==> config.mk <==
export PLATFORM = sky130hd
export DESIGN_NAME = sram6116_arbiter
export DESIGN_NICKNAME = d
export VERILOG_FILES = /design/src/rtl/sram_arb_pkg.sv /design/src/rtl/sram_arb_grant.sv /design/src/rtl/sram6116_arbiter.sv
export SDC_FILE = /design/constraint.sdc
export NUM_CORES = 1
export LEC_CHECK = 0
export BUFFER_PORTS_ARGS = -buffer_cell sky130_fd_sc_hd__buf_4
export CAP_MARGIN = 40
export CORE_MARGIN = 1
export CORE_UTILIZATION = 44
export CTS_BUF_LIST = sky130_fd_sc_hd__clkbuf_8
export CTS_CLUSTER_DIAMETER = 30
export DETAILED_ROUTE_END_ITERATION = 10
export HOLD_SLACK_MARGIN = 0.03
export PLACE_DENSITY_LB_ADDON = 0.1
export REMOVE_ABC_BUFFERS = 1
export SLEW_MARGIN = 20
export SYNTH_ARGS = -nofsm -noshare
export SYNTH_HDL_FRONTEND = slang
export SYNTH_HIERARCHICAL = 1
export SYNTH_SLANG_ARGS = --single-unit
==> constraint.sdc <==
create_clock -name clk -period 1.7 [get_ports clk]
set_input_delay 0.17 -clock clk [delete_from_list [all_inputs] [get_ports clk]]
set_output_delay 0.17 -clock clk [all_outputs]
set_load 0.02 [all_outputs]
==> src/rtl/sram_arb_pkg.sv <==
// sram_arb_pkg
//   Shared definitions for the 6116 SRAM sequencer/arbiter:
//   - ADDR_W / DATA_W : SRAM address and data widths (2K x 8)
//   - CNT_W           : width of the pulse-width down-counter
//   - ST_*            : state encodings, wrapped by state_e
//   - strobe_t        : registered SRAM pin strobes
//   - strobes_for()   : pin levels that belong to each state
package sram_arb_pkg;

    localparam int ADDR_W = 11;
    localparam int DATA_W = 8;
    localparam int CNT_W  = 4;

    localparam logic [2:0] ST_IDLE     = 3'd0;
    localparam logic [2:0] ST_RD       = 3'd1;
    localparam logic [2:0] ST_WR_SETUP = 3'd2;
    localparam logic [2:0] ST_WR_PULSE = 3'd3;
    localparam logic [2:0] ST_WR_HOLD  = 3'd4;

    typedef enum logic [2:0] {
        S_IDLE     = ST_IDLE,
        S_RD       = ST_RD,
        S_WR_SETUP = ST_WR_SETUP,
        S_WR_PULSE = ST_WR_PULSE,
        S_WR_HOLD  = ST_WR_HOLD
    } state_e;

    typedef struct packed {
        logic csb;
        logic web;
        logic oeb;
        logic dq_oe;
    } strobe_t;

    // Pin levels are a pure function of the state being entered, so the
    // strobes can be registered alongside the state and never glitch.
    // OEb is only ever low in S_RD, where the pad driver is off.
    function automatic strobe_t strobes_for(input state_e st);
        strobe_t s;
        s = '{csb: 1'b1, web: 1'b1, oeb: 1'b1, dq_oe: 1'b0};
        case (st)
            S_RD:       s = '{csb: 1'b0, web: 1'b1, oeb: 1'b0, dq_oe: 1'b0};
            S_WR_SETUP: s = '{csb: 1'b0, web: 1'b1, oeb: 1'b1, dq_oe: 1'b1};
            S_WR_PULSE: s = '{csb: 1'b0, web: 1'b0, oeb: 1'b1, dq_oe: 1'b1};
            S_WR_HOLD:  s = '{csb: 1'b0, web: 1'b1, oeb: 1'b1, dq_oe: 1'b1};
            default:    s = '{csb: 1'b1, web: 1'b1, oeb: 1'b1, dq_oe: 1'b0};
        endcase
        return s;
    endfunction

endpackage

==> src/rtl/sram_arb_grant.sv <==
// sram_arb_grant
//   Combinational winner select between port A and port B.
//   Ports:
//     a_req, b_req   : pending requests
//     a_ack, b_ack   : registered acks; a port acked this cycle is masked
//                      because its req is still high until it sees the ack
//     ptr_b          : (RR_ARB_EN only) 1 = B has priority on contention
//     grant_valid    : some eligible port is requesting
//     grant_b        : 1 = B wins, 0 = A wins (valid with grant_valid)
//   Build option: RR_ARB_EN selects round-robin; otherwise A has fixed priority.
module sram_arb_grant (
    input  logic a_req,
    input  logic b_req,
    input  logic a_ack,
    input  logic b_ack,
`ifdef RR_ARB_EN
    input  logic ptr_b,
`endif
    output logic grant_valid,
    output logic grant_b
);

    logic a_elig;
    logic b_elig;

    always_comb begin
        a_elig      = a_req & ~a_ack;
        b_elig      = b_req & ~b_ack;
        grant_valid = a_elig | b_elig;
`ifdef RR_ARB_EN
        grant_b     = b_elig & (~a_elig | ptr_b);
`else
        grant_b     = b_elig & ~a_elig;
`endif
    end

endmodule

==> src/rtl/sram6116_arbiter.sv <==
// sram6116_arbiter
//   Two-port arbiter and cycle sequencer for a 6116-type 2K x 8 async SRAM.
//   Parameters:
//     RD_WAIT  : cycles CSb/OEb are low per read (1..15)
//     WR_PULSE : cycles WEb is low per write (1..15)
//   Ports:
//     clk, rst                 : clock; asynchronous active-high reset
//     a_* / b_*                : requester ports (req/we/addr/wdata in,
//                                ack pulse and held rdata out)
//     busy                     : transaction in progress
//     sram_csb/web/oeb, sram_a : registered SRAM pins
//     sram_dq_o, sram_dq_oe    : write data and drive enable to pad buffer
//     sram_dq_i                : read data from pad buffer
//   Build option: RR_ARB_EN enables round-robin arbitration (see sram_arb_grant).
import sram_arb_pkg::*;

module sram6116_arbiter #(
    parameter int RD_WAIT  = 2,
    parameter int WR_PULSE = 2
) (
    input  logic              clk,
    input  logic              rst,
    input  logic              a_req,
    input  logic              a_we,
    input  logic [ADDR_W-1:0] a_addr,
    input  logic [DATA_W-1:0] a_wdata,
    output logic              a_ack,
    output logic [DATA_W-1:0] a_rdata,
    input  logic              b_req,
    input  logic              b_we,
    input  logic [ADDR_W-1:0] b_addr,
    input  logic [DATA_W-1:0] b_wdata,
    output logic              b_ack,
    output logic [DATA_W-1:0] b_rdata,
    output logic              busy,
    output logic              sram_csb,
    output logic              sram_web,
    output logic              sram_oeb,
    output logic [ADDR_W-1:0] sram_a,
    output logic [DATA_W-1:0] sram_dq_o,
    output logic              sram_dq_oe,
    input  logic [DATA_W-1:0] sram_dq_i
);

    localparam logic [CNT_W-1:0] RD_CNT_INIT = CNT_W'(RD_WAIT - 1);
    localparam logic [CNT_W-1:0] WR_CNT_INIT = CNT_W'(WR_PULSE - 1);

    state_e            state_q, state_d;
    logic [CNT_W-1:0]  cnt_q, cnt_d;
    logic              sel_b_q, sel_b_d;
    strobe_t           strb_q, strb_d;
    logic [ADDR_W-1:0] addr_q, addr_d;
    logic [DATA_W-1:0] dq_o_q, dq_o_d;
    logic              a_ack_q, a_ack_d;
    logic              b_ack_q, b_ack_d;
    logic [DATA_W-1:0] a_rdata_q, a_rdata_d;
    logic [DATA_W-1:0] b_rdata_q, b_rdata_d;
    logic              grant_valid;
    logic              grant_b;
`ifdef RR_ARB_EN
    logic              ptr_b_q, ptr_b_d;
`endif

    sram_arb_grant u_grant (
        .a_req       (a_req),
        .b_req       (b_req),
        .a_ack       (a_ack_q),
        .b_ack       (b_ack_q),
`ifdef RR_ARB_EN
        .ptr_b       (ptr_b_q),
`endif
        .grant_valid (grant_valid),
        .grant_b     (grant_b)
    );

    always_comb begin
        state_d   = state_q;
        cnt_d     = cnt_q;
        sel_b_d   = sel_b_q;
        addr_d    = addr_q;
        dq_o_d    = dq_o_q;
        a_ack_d   = 1'b0;
        b_ack_d   = 1'b0;
        a_rdata_d = a_rdata_q;
        b_rdata_d = b_rdata_q;
`ifdef RR_ARB_EN
        ptr_b_d   = ptr_b_q;
`endif
        case (state_q)
            S_IDLE: begin
                if (grant_valid) begin
                    // Address and write data are latched only here, so they
                    // stay constant for the whole SRAM cycle.
                    sel_b_d = grant_b;
                    addr_d  = grant_b ? b_addr  : a_addr;
                    dq_o_d  = grant_b ? b_wdata : a_wdata;
`ifdef RR_ARB_EN
                    // Priority passes to the port that was not just granted.
                    ptr_b_d = ~grant_b;
`endif
                    if (grant_b ? b_we : a_we) begin
                        state_d = S_WR_SETUP;
                    end else begin
                        state_d = S_RD;
                        cnt_d   = RD_CNT_INIT;
                    end
                end
            end
            S_RD: begin
                if (cnt_q == '0) begin
                    if (sel_b_q) begin
                        b_rdata_d = sram_dq_i;
                        b_ack_d   = 1'b1;
                    end else begin
                        a_rdata_d = sram_dq_i;
                        a_ack_d   = 1'b1;
                    end
                    state_d = S_IDLE;
                end else begin
                    cnt_d = cnt_q - CNT_W'(1);
                end
            end
            S_WR_SETUP: begin
                state_d = S_WR_PULSE;
                cnt_d   = WR_CNT_INIT;
            end
            S_WR_PULSE: begin
                if (cnt_q == '0) begin
                    state_d = S_WR_HOLD;
                end else begin
                    cnt_d = cnt_q - CNT_W'(1);
                end
            end
            S_WR_HOLD: begin
                a_ack_d = ~sel_b_q;
                b_ack_d = sel_b_q;
                state_d = S_IDLE;
            end
            default: state_d = S_IDLE;
        endcase
        strb_d = strobes_for(state_d);
    end

    always_ff @(posedge clk or posedge rst) begin
        if (rst) begin
            state_q   <= S_IDLE;
            cnt_q     <= '0;
            sel_b_q   <= 1'b0;
            strb_q    <= '{csb: 1'b1, web: 1'b1, oeb: 1'b1, dq_oe: 1'b0};
            addr_q    <= '0;
            dq_o_q    <= '0;
            a_ack_q   <= 1'b0;
            b_ack_q   <= 1'b0;
            a_rdata_q <= '0;
            b_rdata_q <= '0;
`ifdef RR_ARB_EN
            ptr_b_q   <= 1'b0;
`endif
        end else begin
            state_q   <= state_d;
            cnt_q     <= cnt_d;
            sel_b_q   <= sel_b_d;
            strb_q    <= strb_d;
            addr_q    <= addr_d;
            dq_o_q    <= dq_o_d;
            a_ack_q   <= a_ack_d;
            b_ack_q   <= b_ack_d;
            a_rdata_q <= a_rdata_d;
            b_rdata_q <= b_rdata_d;
`ifdef RR_ARB_EN
            ptr_b_q   <= ptr_b_d;
`endif
        end
    end

    assign a_ack      = a_ack_q;
    assign b_ack      = b_ack_q;
    assign a_rdata    = a_rdata_q;
    assign b_rdata    = b_rdata_q;
    assign busy       = (state_q != S_IDLE);
    assign sram_csb   = strb_q.csb;
    assign sram_web   = strb_q.web;
    assign sram_oeb   = strb_q.oeb;
    assign sram_dq_oe = strb_q.dq_oe;
    assign sram_a     = addr_q;
    assign sram_dq_o  = dq_o_q;

endmodule

; Word-level counts from Yosys, hierarchy flattened
; Index checks and enable logic that the tools add are counted.
[op_classes]
n_addsub = 1
n_mul = 0
div = 0
n_lt_le_gt_ge = 0
n_eq_ne = 11
n_shift = 0
n_mux = 19
n_bitwise = 8
n_reduce_logical = 10
[ops]
columns = cell, count
row1 = $pmux W4 S3, 2
row2 = $eq A3 B2 Y1 const B, 4
row3 = $mux W4, 3
row4 = $pmux W3 S4, 1
row5 = $mux W11, 1
row6 = $mux W3, 3
row7 = $mux W8, 1
row8 = $eq A3 B1 Y1 const B, 2
row9 = $eq A3 B3 Y1 const B, 2
row10 = $ne A2 B2 Y1 const B, 3
row11 = $reduce_and A3 Y1, 2
row12 = $reduce_bool A3 Y1, 2
row13 = $mux W1, 5
row14 = $logic_not A4 Y1, 1
row15 = $not A1 Y1, 4
row16 = $pmux W1 S2, 2
row17 = $reduce_and A4 Y1, 1
row18 = $reduce_or A2 Y1, 2
row19 = $sub A4 B1 Y4 const B, 1
row20 = $and A1 B1 Y1, 3
row21 = $logic_not A3 Y1, 1
row22 = $mux W2, 1
row23 = $reduce_and A2 Y1, 1
row24 = $or A1 B1 Y1, 1
[word_totals]
register_bits = 49
latch_bits = 0
ramBits = 0
romBits = 0
wordCells = 62
memories = 0

; Logic depth before layout (Yosys ltp)
[depth]
ltp_word = 11
depth_mapped = 7

; Modules after synthesis
; Netlist, hierarchy kept.
[modules_own_cells]
columns = mod, instances, cells_per_inst, area_per_inst_um2
row1 = sram6116_arbiter, 1, 185, 2177.1
row2 = sram_arb_grant, 1, 5, 38.8

; Worst setup path after synthesis
; Ideal clock, no wire load.
[synth_timing]
kind = register to register
startpoint = register b_ack_q (netlist: b_ack)
endpoint = register cnt_q[3]
t_arrival_ps = 1781
required_time_ps = 1581
setup_slack_ps = -200
path_stages_with_launch = 8
synth_period_minus_slack_ps = 1900
path_cell_list = dfrtp_1 > nand2b_4 > a21oi_2 > clkbuf_1 > mux2i_1 > a21boi_1 > o31a_2 > o21a_1
[synth_via]
elab_chain_cells = 6
word_cells_on_any_way = 8
cone_classes = eq/ne (2) / mux (1) / bitwise (4) / reduce/logical (1)
[synth_lines]
columns = item, line
row1 = start: declaration, sram6116_arbiter.sv:55  ; logic b_ack_q, b_ack_d;
row2 = start signal: assignment, sram6116_arbiter.sv:167  ; b_ack_q <= b_ack_d;
row3 = $not A1 Y1, sram_arb_grant.sv:28  ; b_elig = b_req & ~b_ack;
row4 = $and A1 B1 Y1, sram_arb_grant.sv:28
row5 = $and A1 B1 Y1, sram_arb_grant.sv:33  ; grant_b = b_elig & ~a_elig;
row6 = net grant_b, sram6116_arbiter.sv:59  ; logic grant_b;
row7 = $mux W1, sram6116_arbiter.sv:101  ; if (grant_b ? b_we : a_we) begin
row8 = $ne A2 B2 Y1 (no line), n/a
row9 = $reduce_and A4 Y1 (no line), n/a
row10 = end signal: assignment, sram6116_arbiter.sv:161  ; cnt_q <= cnt_d;
row11 = end: declaration, sram6116_arbiter.sv:49  ; logic [CNT_W-1:0] cnt_q, cnt_d;
; The timed path passes the listed nets, and every way through them passes these cells.
; A chain may end at the register's enable or synchronous reset.

; Worst setup path in the final report
[layout_timing]
startpoint = register cnt_q[1]
endpoint = register a_rdata_q[7] (netlist: a_rdata[7])
[layout_via]
elab_chain_cells = 2
[layout_lines]
columns = item, line
row1 = $logic_not A4 Y1, sram6116_arbiter.sv:110  ; if (cnt_q == '0) begin
row2 = $reduce_and A3 Y1 (no line), n/a
row3 = end signal: assignment, sram6116_arbiter.sv:168  ; a_rdata_q <= a_rdata_d;
row4 = end: declaration, sram6116_arbiter.sv:56  ; logic [DATA_W-1:0] a_rdata_q, a_rdata_d;
; No other way between the ends.

==> results.cfg <==
[floorplanning]
die_area_sq_um = 5320
rows = 25
io_pins = 94
start_util = 0.463
die_h_um = 73.0
design.core.area_sq_um = 4790
die_width_um = 73.0

[drt]
vias = 1802
drt-pass1-iter-count = 4
drc = 0
vias_per_cell = 4.88
initialDrtViolationCount = 75
wl_per_cell_um = 13.3
ant_nets = 0
wl_mm = 4.89

[sta]
setup_viol = 8
period_needed_ns = 1.72
rsz0062_at_grt = true
finalClockSkew_ns = 0.00581
tns_ns = -0.0716
fmax_mhz = 583
hold_viol_final = 0
drv_slew = 0
slew_headroom = 0.784
worst_pin_slew_ns = 0.322
setup_ws_ns = -0.0159
finalCritPeriodShare = 1.01

[final_layout]
regArea_sq_um = 1230
fillCellCount = 374
layout.cells.non_filler = 369
utilization = 0.695
synthToLayoutAreaGrowth_pct = 50.2
layout-drive-gt1-share = 0.530
diodes = 0
multi_input_area_sq_um = 976
nNetsFinal = 355

[synthesis]
async_reset_ff_frac = 1.00
ys_warn_count = 6
yosysMostFrequentCell = dfrtp_1
synth_ff_type = dfrtp_1
netlist_instances = 190
synth_edf_count = 0
synth_common_cells = 46 x dfrtp_1, 26 x nor2_1, 23 x a21oi_1
synth_area_leaders = dfrtp_1 52%, mux2i_1 9.9%, mux2_2 8.6%
ys_seq_area_frac = 0.555
yosysTopAreaCellShare = 0.519
netlist_area_sq_um = 2220
synth_seq_cells = 49
yosys.area.top_type = dfrtp_1
avgSynthCellArea_sq_um = 11.7
post_synth_num_cell_types = 37

[grt]
grt_first_pass_wirelength_mm = 7.95
grt_usage = 0.198
grt_pass1_vias = 1860
grt_max_degree = 50
overflow = 0
antenna_found_initial = 0

[pwr]
p_per_area_nw_per_um2 = 1810
pwr-share-clk = 0.139
power_w = 0.00604
switching_share = 0.368
p_sw_w = 0.00222
p_int_w = 0.00382
power_leakage_nw = 1.62
comb_power_share = 0.520
pwr-share-seq = 0.341
vdd_ir_drop_max_uv = 1020

[setup_path]
rr_worst_depth = 7
crit_required_ns = 1.88
startpoint_type = flop
cp_max_fo = 8
r2r_slack_ns = -0.02
worstSetupEndpoint = a_rdata[7]$_DFFE_PP0P_
r2r-end = a_rdata[7]$_DFFE_PP0P_
arrival_ns = 1.90
startpoint = cnt_q[1]$_DFFE_PP0P_
setup.worst_path.end_class = flop
crit-reg2reg-launch = cnt_q[1]$_DFFE_PP0P_
criticalPathCategory = flop to flop

[cts]
clockBufferDepth = 2
clkTransAtPathRegs_ns = 0.09
numCtsBuffers = 5
tritoncts = yes
worstSkewPairLatency_ns = 0.29
cts_sinks = 49
htree_levels = 2
cts-root-buf = clkbuf_8

[place]
place_ws_ns = -0.0344
gp_congestion = 0.750
port_buffers = 93
placed_cells = 356
hpwl_mm = 3.52

[worst_hold_path]
hold_path_class = primary input to flop

[run]
maxCapViolations = 0

[status]
status = finished with violations
violations = negative setup slack
-- how the worst min path moves through the flow --
stage / slack [ns] / cells past startpoint / end / startpoint
global route: 0.11 / 2 / b_rdata[7]$_DFFE_PP0P_ / sram_dq_i[7]
CTS: 0.10 / 2 / b_rdata[1]$_DFFE_PP0P_ / sram_dq_i[1]
floorplan: 0.32 / 1 / b_rdata[0]$_DFFE_PP0P_ / sram_dq_i[0]
detailed placement: 0.24 / 3 / cnt_q[0]$_DFFE_PP0P_ / rst
finish: 0.11 / 2 / b_rdata[1]$_DFFE_PP0P_ / sram_dq_i[1]
global placement: 0.24 / 3 / sram_dq_o[5]$_DFFE_PP0P_ / rst
-- cell usage in the layout (no fill, tap or decap), types with 2 or more instances in the layout --
cell type  count
a21o_2         2
a21oi_1       23
buf_12         3
buf_4        110
clkbuf_8       6
dfrtp_1       46
dfstp_2        3
ha_1           2
inv_1          5
inv_2          3
mux2_2         9
mux2_4         8
mux2i_1       21
nand2_1        4
nor2_1        25
or3_1          3
-- registers in the layout, summed over array words and instances, names as in the netlist, 3 cells and up --
name and flops:
sram_a 11, a_rdata 8, b_rdata 8, sram_dq_o 8
cnt_q 4, state_q 3
-- kinds of logic (layout without fill, tap and decap cells) --
| logic type | Yosys count | in the layout | share of synthesized area |
|---|---|---|---|
| AO/OA/AOI/OAI | 36 | 36 | 0.100 |
| flip-flops | 49 | 49 | 0.555 |
| adder cells (fa/ha/maj) | 2 | 2 | 0.0113 |
| multiplexers | 39 | 39 | 0.186 |
| buffers and inverters | 17 | 129 | 0.0344 |
| AND/OR/NAND/NOR | 47 | 47 | 0.113 |
-- critical path: stages, from the launching register on --
cell and delay, ns:
dfrtp_1 0.40, inv_2 0.06, ha_1 0.13, nor3b_4 0.18, and3_4 0.22, and2b_1 0.17, buf_12 0.15, mux2_4 0.30
-- power groups by stage --
stage	sequential, W	combinational (W)	clock [W]
2_1_floorplan	0.00265	0.00108	0
3_3_place_gp	0.00206	0.00292	0
3_5_place_dp	0.00207	0.00298	0
4_1_cts	0.00206	0.00305	0.000864
5_1_grt	0.00213	0.00339	0.000896
6_report	0.00206	0.00314	0.000837
-- routing by layer --
layer | vias up | GRT usage | part of all wire | wire length [um]
met2 | 52 | 0.357 | 0.52 | 2560
met3 | 2 | 0.0525 | 0.055 | 268
met5 | - | 0 | 0 | 0
met4 | 0 | 0.0654 | 0.0067 | 33
met1 | 872 | 0.228 | 0.42 | 2030
li1 | 876 | - | - | -
-- per-stage QoR --
step | cell area, sq um | hold slack [ns]
after floorplan | 2170 | 0.321
after global placement | 3110 | 0.239
after detailed placement | 3110 | 0.241
after CTS | 3270 | 0.102
after global routing | 3330 | 0.105
final | 3330 | 0.112
-- cell type report --
class,instances,share of cell area
Clock buffer,6,0.0248
Clock inverter,2,0.0102
Inverter,7,0.00789
Multi-Input combinational cell,124,0.293
Sequential cell,49,0.370
Tap cell,67,0.0252
Timing Repair Buffer,114,0.269
-- timing repair --
| item | CTS | global route |
|---|---|---|
| endpoints found under the hold margin | 46 | 0 |
| endpoints found under the setup margin | 9 | 20 |
| setup buffers | 3 | 1 |
| pin swaps | 2 | 4 |
| cloned | 0 | 0 |
| hold buffers | 1 | 0 |
| resized for setup | 5 | 12 |
Note: power is estimated with default switching activity, not from simulation.
